$ cat src/rtl/pipe_hazard_ctrl.sv
// pipe_hazard_ctrl
//   Hazard unit and ID->EX->MEM->WB control pipeline for a 5-stage in-order core.
//   - Holds the registered control bundle, RD and VALID for EX, MEM and WB.
//   - EX also keeps RS1/RS2 for operand forwarding.
//   - Detects load-use hazards (STALL) and redirects (FLUSH), and inserts bubbles into EX.
//   - Picks forwarding sources for both EX operands.
//   - Counts bubbles caused by stalls and flushes.
// Ports
//   CLK, RST            : clock, synchronous active-high reset
//   ID_*                : decode-stage instruction (valid, register fields, control bundle)
//   EX_REDIRECT         : taken branch/jump resolved in EX this cycle
//   EX_*, MEM_*, WB_*   : registered per-stage bundle, RD, VALID (EX adds RS1/RS2)
//   STALL, FLUSH        : combinational front-end hold / IF-ID squash
//   FWD_A, FWD_B        : 00 regfile, 01 MEM result, 10 WB result
//   BUBBLE_CNT          : bubbles inserted into EX by STALL or FLUSH
module pipe_hazard_ctrl (
  input  logic        CLK,
  input  logic        RST,
  input  logic        ID_VALID,
  input  logic [4:0]  ID_RS1,
  input  logic [4:0]  ID_RS2,
  input  logic [4:0]  ID_RD,
  input  logic [3:0]  ID_ALUOp,
  input  logic        ID_ALUSrcA,
  input  logic        ID_ALUSrcB,
  input  logic        ID_isJump,
  input  logic        ID_isLoad,
  input  logic [3:0]  ID_D_MEM_BE,
  input  logic        ID_D_MEM_WEN,
  input  logic        ID_D_MemRead,
  input  logic [1:0]  ID_RWSrc,
  input  logic [1:0]  ID_OPSrc,
  input  logic        ID_RF_WE,
  input  logic        EX_REDIRECT,
  output logic        EX_VALID,
  output logic [4:0]  EX_RS1,
  output logic [4:0]  EX_RS2,
  output logic [4:0]  EX_RD,
  output logic [3:0]  EX_ALUOp,
  output logic        EX_ALUSrcA,
  output logic        EX_ALUSrcB,
  output logic        EX_isJump,
  output logic        EX_isLoad,
  output logic [3:0]  EX_D_MEM_BE,
  output logic        EX_D_MEM_WEN,
  output logic        EX_D_MemRead,
  output logic [1:0]  EX_RWSrc,
  output logic [1:0]  EX_OPSrc,
  output logic        EX_RF_WE,
  output logic        MEM_VALID,
  output logic [4:0]  MEM_RD,
  output logic [3:0]  MEM_ALUOp,
  output logic        MEM_ALUSrcA,
  output logic        MEM_ALUSrcB,
  output logic        MEM_isJump,
  output logic        MEM_isLoad,
  output logic [3:0]  MEM_D_MEM_BE,
  output logic        MEM_D_MEM_WEN,
  output logic        MEM_D_MemRead,
  output logic [1:0]  MEM_RWSrc,
  output logic [1:0]  MEM_OPSrc,
  output logic        MEM_RF_WE,
  output logic        WB_VALID,
  output logic [4:0]  WB_RD,
  output logic [3:0]  WB_ALUOp,
  output logic        WB_ALUSrcA,
  output logic        WB_ALUSrcB,
  output logic        WB_isJump,
  output logic        WB_isLoad,
  output logic [3:0]  WB_D_MEM_BE,
  output logic        WB_D_MEM_WEN,
  output logic        WB_D_MemRead,
  output logic [1:0]  WB_RWSrc,
  output logic [1:0]  WB_OPSrc,
  output logic        WB_RF_WE,
  output logic        STALL,
  output logic        FLUSH,
  output logic [1:0]  FWD_A,
  output logic [1:0]  FWD_B,
  output logic [31:0] BUBBLE_CNT
);

  // Packed control bundle:
  //   {ALUOp, ALUSrcA, ALUSrcB, isJump, isLoad, BE, WEN, MemRead, RWSrc, OPSrc, RF_WE}
  localparam int BW       = 19;
  localparam int B_IS_LOAD = 11;
  localparam int B_RF_WE   = 0;
  // A bubble has every field cleared except the active-low store enable.
  localparam logic [BW-1:0] BUBBLE = 19'h00040;

  // Index 0 = EX, 1 = MEM, 2 = WB.
  logic [BW-1:0] bnd_reg   [3];
  logic [4:0]    rd_reg    [3];
  logic          valid_reg [3];
  logic [4:0]    ex_rs_reg [2];
  logic [31:0]   bubble_cnt_reg;

  logic [BW-1:0] id_bundle;
  logic          load_use;
  logic          ex_bubble;
  logic [BW-1:0] ex_bnd_next;
  logic [4:0]    ex_rd_next;
  logic          ex_valid_next;
  logic [4:0]    ex_rs1_next;
  logic [4:0]    ex_rs2_next;
  logic [31:0]   bubble_cnt_next;
  logic [1:0]    fwd_sel [2];

  assign id_bundle = {ID_ALUOp, ID_ALUSrcA, ID_ALUSrcB, ID_isJump, ID_isLoad,
                      ID_D_MEM_BE, ID_D_MEM_WEN, ID_D_MemRead, ID_RWSrc,
                      ID_OPSrc, ID_RF_WE};

  // A load in EX whose data the ID instruction needs cannot be forwarded in time.
  assign load_use = ID_VALID && valid_reg[0] && bnd_reg[0][B_IS_LOAD] &&
                    bnd_reg[0][B_RF_WE] && (rd_reg[0] != 5'd0) &&
                    ((rd_reg[0] == ID_RS1) || (rd_reg[0] == ID_RS2));

  // A redirect squashes the ID instruction anyway, so it overrides the stall.
  assign FLUSH = EX_REDIRECT;
  assign STALL = load_use && !EX_REDIRECT;

  assign ex_bubble = STALL || FLUSH || !ID_VALID;

  always_comb begin
    ex_bnd_next   = id_bundle;
    ex_rd_next    = ID_RD;
    ex_valid_next = 1'b1;
    ex_rs1_next   = ID_RS1;
    ex_rs2_next   = ID_RS2;
    if (ex_bubble) begin
      ex_bnd_next   = BUBBLE;
      ex_rd_next    = 5'd0;
      ex_valid_next = 1'b0;
      ex_rs1_next   = 5'd0;
      ex_rs2_next   = 5'd0;
    end
  end

  // Idle decode slots are not hazard bubbles, so they are not counted.
  assign bubble_cnt_next = (STALL || FLUSH) ? bubble_cnt_reg + 32'd1 : bubble_cnt_reg;

  always_ff @(posedge CLK) begin
    if (RST) begin
      for (int i = 0; i < 3; i++) begin
        bnd_reg[i]   <= BUBBLE;
        rd_reg[i]    <= 5'd0;
        valid_reg[i] <= 1'b0;
      end
      ex_rs_reg[0]   <= 5'd0;
      ex_rs_reg[1]   <= 5'd0;
      bubble_cnt_reg <= 32'd0;
    end else begin
      for (int i = 1; i < 3; i++) begin
        bnd_reg[i]   <= bnd_reg[i-1];
        rd_reg[i]    <= rd_reg[i-1];
        valid_reg[i] <= valid_reg[i-1];
      end
      bnd_reg[0]     <= ex_bnd_next;
      rd_reg[0]      <= ex_rd_next;
      valid_reg[0]   <= ex_valid_next;
      ex_rs_reg[0]   <= ex_rs1_next;
      ex_rs_reg[1]   <= ex_rs2_next;
      bubble_cnt_reg <= bubble_cnt_next;
    end
  end

  // Forwarding for each EX operand.
  // MEM wins over WB because it is the younger write.
  // A MEM-stage load has no data yet, so it never forwards from MEM.
  for (genvar gi = 0; gi < 2; gi++) begin : g_fwd
    assign fwd_sel[gi] =
      (valid_reg[1] && bnd_reg[1][B_RF_WE] && !bnd_reg[1][B_IS_LOAD] &&
       (rd_reg[1] != 5'd0) && (rd_reg[1] == ex_rs_reg[gi])) ? 2'b01 :
      (valid_reg[2] && bnd_reg[2][B_RF_WE] &&
       (rd_reg[2] != 5'd0) && (rd_reg[2] == ex_rs_reg[gi])) ? 2'b10 : 2'b00;
  end

  assign FWD_A      = fwd_sel[0];
  assign FWD_B      = fwd_sel[1];
  assign BUBBLE_CNT = bubble_cnt_reg;

  assign EX_VALID  = valid_reg[0];
  assign EX_RD     = rd_reg[0];
  assign EX_RS1    = ex_rs_reg[0];
  assign EX_RS2    = ex_rs_reg[1];
  assign {EX_ALUOp, EX_ALUSrcA, EX_ALUSrcB, EX_isJump, EX_isLoad, EX_D_MEM_BE,
          EX_D_MEM_WEN, EX_D_MemRead, EX_RWSrc, EX_OPSrc, EX_RF_WE} = bnd_reg[0];

  assign MEM_VALID = valid_reg[1];
  assign MEM_RD    = rd_reg[1];
  assign {MEM_ALUOp, MEM_ALUSrcA, MEM_ALUSrcB, MEM_isJump, MEM_isLoad, MEM_D_MEM_BE,
          MEM_D_MEM_WEN, MEM_D_MemRead, MEM_RWSrc, MEM_OPSrc, MEM_RF_WE} = bnd_reg[1];

  assign WB_VALID  = valid_reg[2];
  assign WB_RD     = rd_reg[2];
  assign {WB_ALUOp, WB_ALUSrcA, WB_ALUSrcB, WB_isJump, WB_isLoad, WB_D_MEM_BE,
          WB_D_MEM_WEN, WB_D_MemRead, WB_RWSrc, WB_OPSrc, WB_RF_WE} = bnd_reg[2];

endmodule
$ cat config.mk
export PLATFORM = sky130hd
export DESIGN_NAME = pipe_hazard_ctrl
export DESIGN_NICKNAME = d
export VERILOG_FILES = /design/src/rtl/pipe_hazard_ctrl.sv
export SDC_FILE = /design/constraint.sdc
export NUM_CORES = 1
export LEC_CHECK = 0
export ABC_AREA = 1
export CAP_MARGIN = 25
export CORE_ASPECT_RATIO = 1.25
export CORE_MARGIN = 1
export CORE_UTILIZATION = 47
export DETAILED_ROUTE_END_ITERATION = 6
export PLACE_DENSITY = 0.8
export SYNTH_ARGS = -nofsm -noshare
export SYNTH_HDL_FRONTEND = slang
export SYNTH_SLANG_ARGS = --single-unit
$ cat constraint.sdc
create_clock -name CLK -period 2 [get_ports CLK]
set_input_delay 0.4 -clock CLK [delete_from_list [all_inputs] [get_ports CLK]]
set_output_delay 0.4 -clock CLK [all_outputs]
set_load 0.005 [all_outputs]
==> reports/results.ini <==
[setup_path]
cp.arrival_ps=1670
path_cells=inv_2 > nor3_4 > o21ai_2 > buf_4 > nor4_4 > nor2_1 > buf_2
r2r_cells=10
critPathKind=reg -> out
cp_max_fo=2
cp-start-kind=flop
critPathMaxStageDelay_ps=340
end_kind=output port
critPathSlowestCell=dfxtp_2
worstPathRequired_ps=1600

[power_and_ir_drop]
p_comb_share_pct=7.6
p_sw_mw=1.384
p_seq_share_pct=40.0
leakage_nw=3.178
netSwitchingFraction_pct=23.08
power.internal_mw=4.611
vdd_drop_max_mv=0.6897
power_mw=5.995
p_clk_share_pct=52.5
power.density_cell_area_nw_per_um2=755.5

[global_route]
grt_antenna_before_repair=0
grt_pass1_wl_um=26540
overflow=0
first_global_vias=5231
grt_max_degree=39
grt_usage_pct=29.13

[layout]
fillers=695
largest_register_ffs=57
nets=916
diodes=0
regArea_um2=2377
drive_gt1_share_pct=20.11
multiInputGateArea_um2=2491
final_common_cell=clkdlybuf4s50_1
area_delta_synth_final_pct=50.39
fin_util_pct=73.66
layout_common_cells=146 x clkdlybuf4s50_1, 139 x nand2_1, 110 x nor2_1

[placement]
gp_congestion=0.9066
hpwlAfterDp_um=11380
io_buffers=160
dpl_worst_slack_ps=-423.2

[clock_tree]
path_clk_slew_ps=60
cts_sinks=117
cts_tree=done
cts-root-buf=clkbuf_16
cts_buffer_depth=2
h-tree-depth=4
postCtsHoldBufs=0
cts_buffers=17
worstSkewPairLatency_ps=420

[logic_synthesis]
yosys_warnings=0
netlist_area_um2=5276
synth_cell_types=33
synth_seq_cells=117
syn_inst=681
syn_area_per_cell_um2=7.748
syn_nets=720
ys_seq_area_share_pct=44.39

[floorplanning]
core_area_um2=10770
ios=161
start_util_pct=48.98
die_area_um2=11660
die_h_um=120.5
num_rows=42
fp.dieW_um=96.77

[timing]
worst_pin_slew_ps=431.7
skew_ps=9.992
fin_crit_sh_pct=103.5
period_minus_slack_ps=2070
drv_slew=0
relSlewSlack_pct=71.22
setup-violations-final=3
max_freq_mhz=483.2
hold_viol=0
rsz0062_at_grt=yes
setup_tns_ps=-139.5
fin_ws_ps=-69.52

[routing]
vias=5192
drcViolationCount=0
drt_iter0_markers=256
routed_wl_um=17650
wl_per_cell_um=17.27
vias_per_cell=5.080
ant_nets=0
drt-pass1-iter-count=5

[run_status]
violations=setup timing
outcome=finished, violations left

[job]
cap_violations=0

[hold_path]
hold_path.class=in -> reg
holdPathStages=2

critical path, delay by kind of cell, from the launching register on:
| family | cells | cell delay, ps |
|---|---|---|
| AOI/OAI and AO/OA | 1 | 110 |
| DFF | 1 | 340 |
| buffers and inverters | 3 | 330 |
| and+or+nand+nor | 3 | 460 |
path summary, 6_finish.rpt:
path              slack, ps           start              to
setup reg to reg        110    rd_reg[0][0]  BUBBLE_CNT[12]
setup / recovery        -70  bnd_reg[0][19]        FWD_A[1]
hold / removal          360             RST  bnd_reg[0][32]
hold reg to reg         430   bnd_reg[0][5]  bnd_reg[0][24]
cell type report:
type / instances / area share (%)
clock buffer: 21 / 5.803
multi-input combinational: 444 / 31.39
tap: 132 / 2.081
sequential: 117 / 29.96
inverter: 98 / 4.699
timing repair buffer: 199 / 24.19
clock inverter: 11 / 1.876
logic make-up (layout without fill, tap and decap cells):
| family | after synthesis | count (layout) | synth area share (%) |
|---|---|---|---|
| simple gates | 374 | 374 | 35.07 |
| compound gates | 32 | 32 | 4.031 |
| xor+xnor | 37 | 37 | 6.142 |
| buf+inv | 120 | 329 | 10.13 |
| flops | 117 | 117 | 44.39 |
| fa+ha+maj | 1 | 1 | 0.2371 |
what timing repair did:
item,in CTS,in global routing
endpoints found under the setup margin,5,6
gates resized for setup,46,29
pin swaps,12,18
gates cloned,0,0
setup buffers,2,3
per-layer routing:
metal	GRT usage (%)	up-vias	wire length, µm
met3	9.017	47	1237
met4	13.90	0	560
met2	53.87	227	9504
li1	-	2458	-
met5	0	-	0
met1	29.63	2460	6342
cell usage after synthesis:
master / count / area [µm²]
ha_1: 1 / 12.51
nor2_1: 115 / 431.7
xnor2_1: 17 / 148.9
buf_1: 2 / 7.510
nor4_1: 2 / 12.51
nand3b_1: 14 / 105.1
clkbuf_1: 10 / 37.54
buf_2: 3 / 15.01
nor3_2: 1 / 10.01
nor2_2: 2 / 12.51
nor3_1: 4 / 20.02
a21oi_2: 11 / 96.34
o21ai_0: 1 / 5.000
nand4_1: 6 / 37.54
nand3_4: 1 / 17.52
buf_12: 3 / 60.06
buf_6: 3 / 33.78
nand2_4: 3 / 33.78
nand3_1: 38 / 190.2
xor2_1: 20 / 175.2
nand2_2: 10 / 62.56
clkinv_1: 1 / 3.750
nand2_1: 143 / 536.8
dfxtp_1: 117 / 2342
buf_4: 1 / 7.510
or2_2: 2 / 12.51
inv_1: 92 / 345.3
inv_2: 4 / 15.01
a21oi_4: 1 / 16.27
nand3_2: 3 / 30.03
nor2_4: 30 / 337.8
a21oi_1: 19 / 95.09
clkinv_4: 1 / 8.760
power by group through the flow:
stage / sequential (mW) / clock, mW / combinational, mW
final: 2.40 / 3.15 / 0.454
after global routing: 2.40 / 3.27 / 0.479
after CTS: 2.40 / 3.15 / 0.438
after detailed placement: 2.45 / 0 / 0.420
after global placement: 2.45 / 0 / 0.410
after floorplan: 2.45 / 0 / 0.191
through the flow:
| stage | cells | instance area, µm² | hold slack [ps] |
|---|---|---|---|
| floorplan | 681 | 5276 | 419.6 |
| global placement | 985 | 7182 | 406.4 |
| detailed placement | 985 | 7182 | 413.0 |
| CTS | 1019 | 7838 | 341.3 |
| global route | 1022 | 7935 | 358.1 |
| finish | 1022 | 7935 | 359.5 |
No activity file was read; power rests on OpenSTA's default activity.
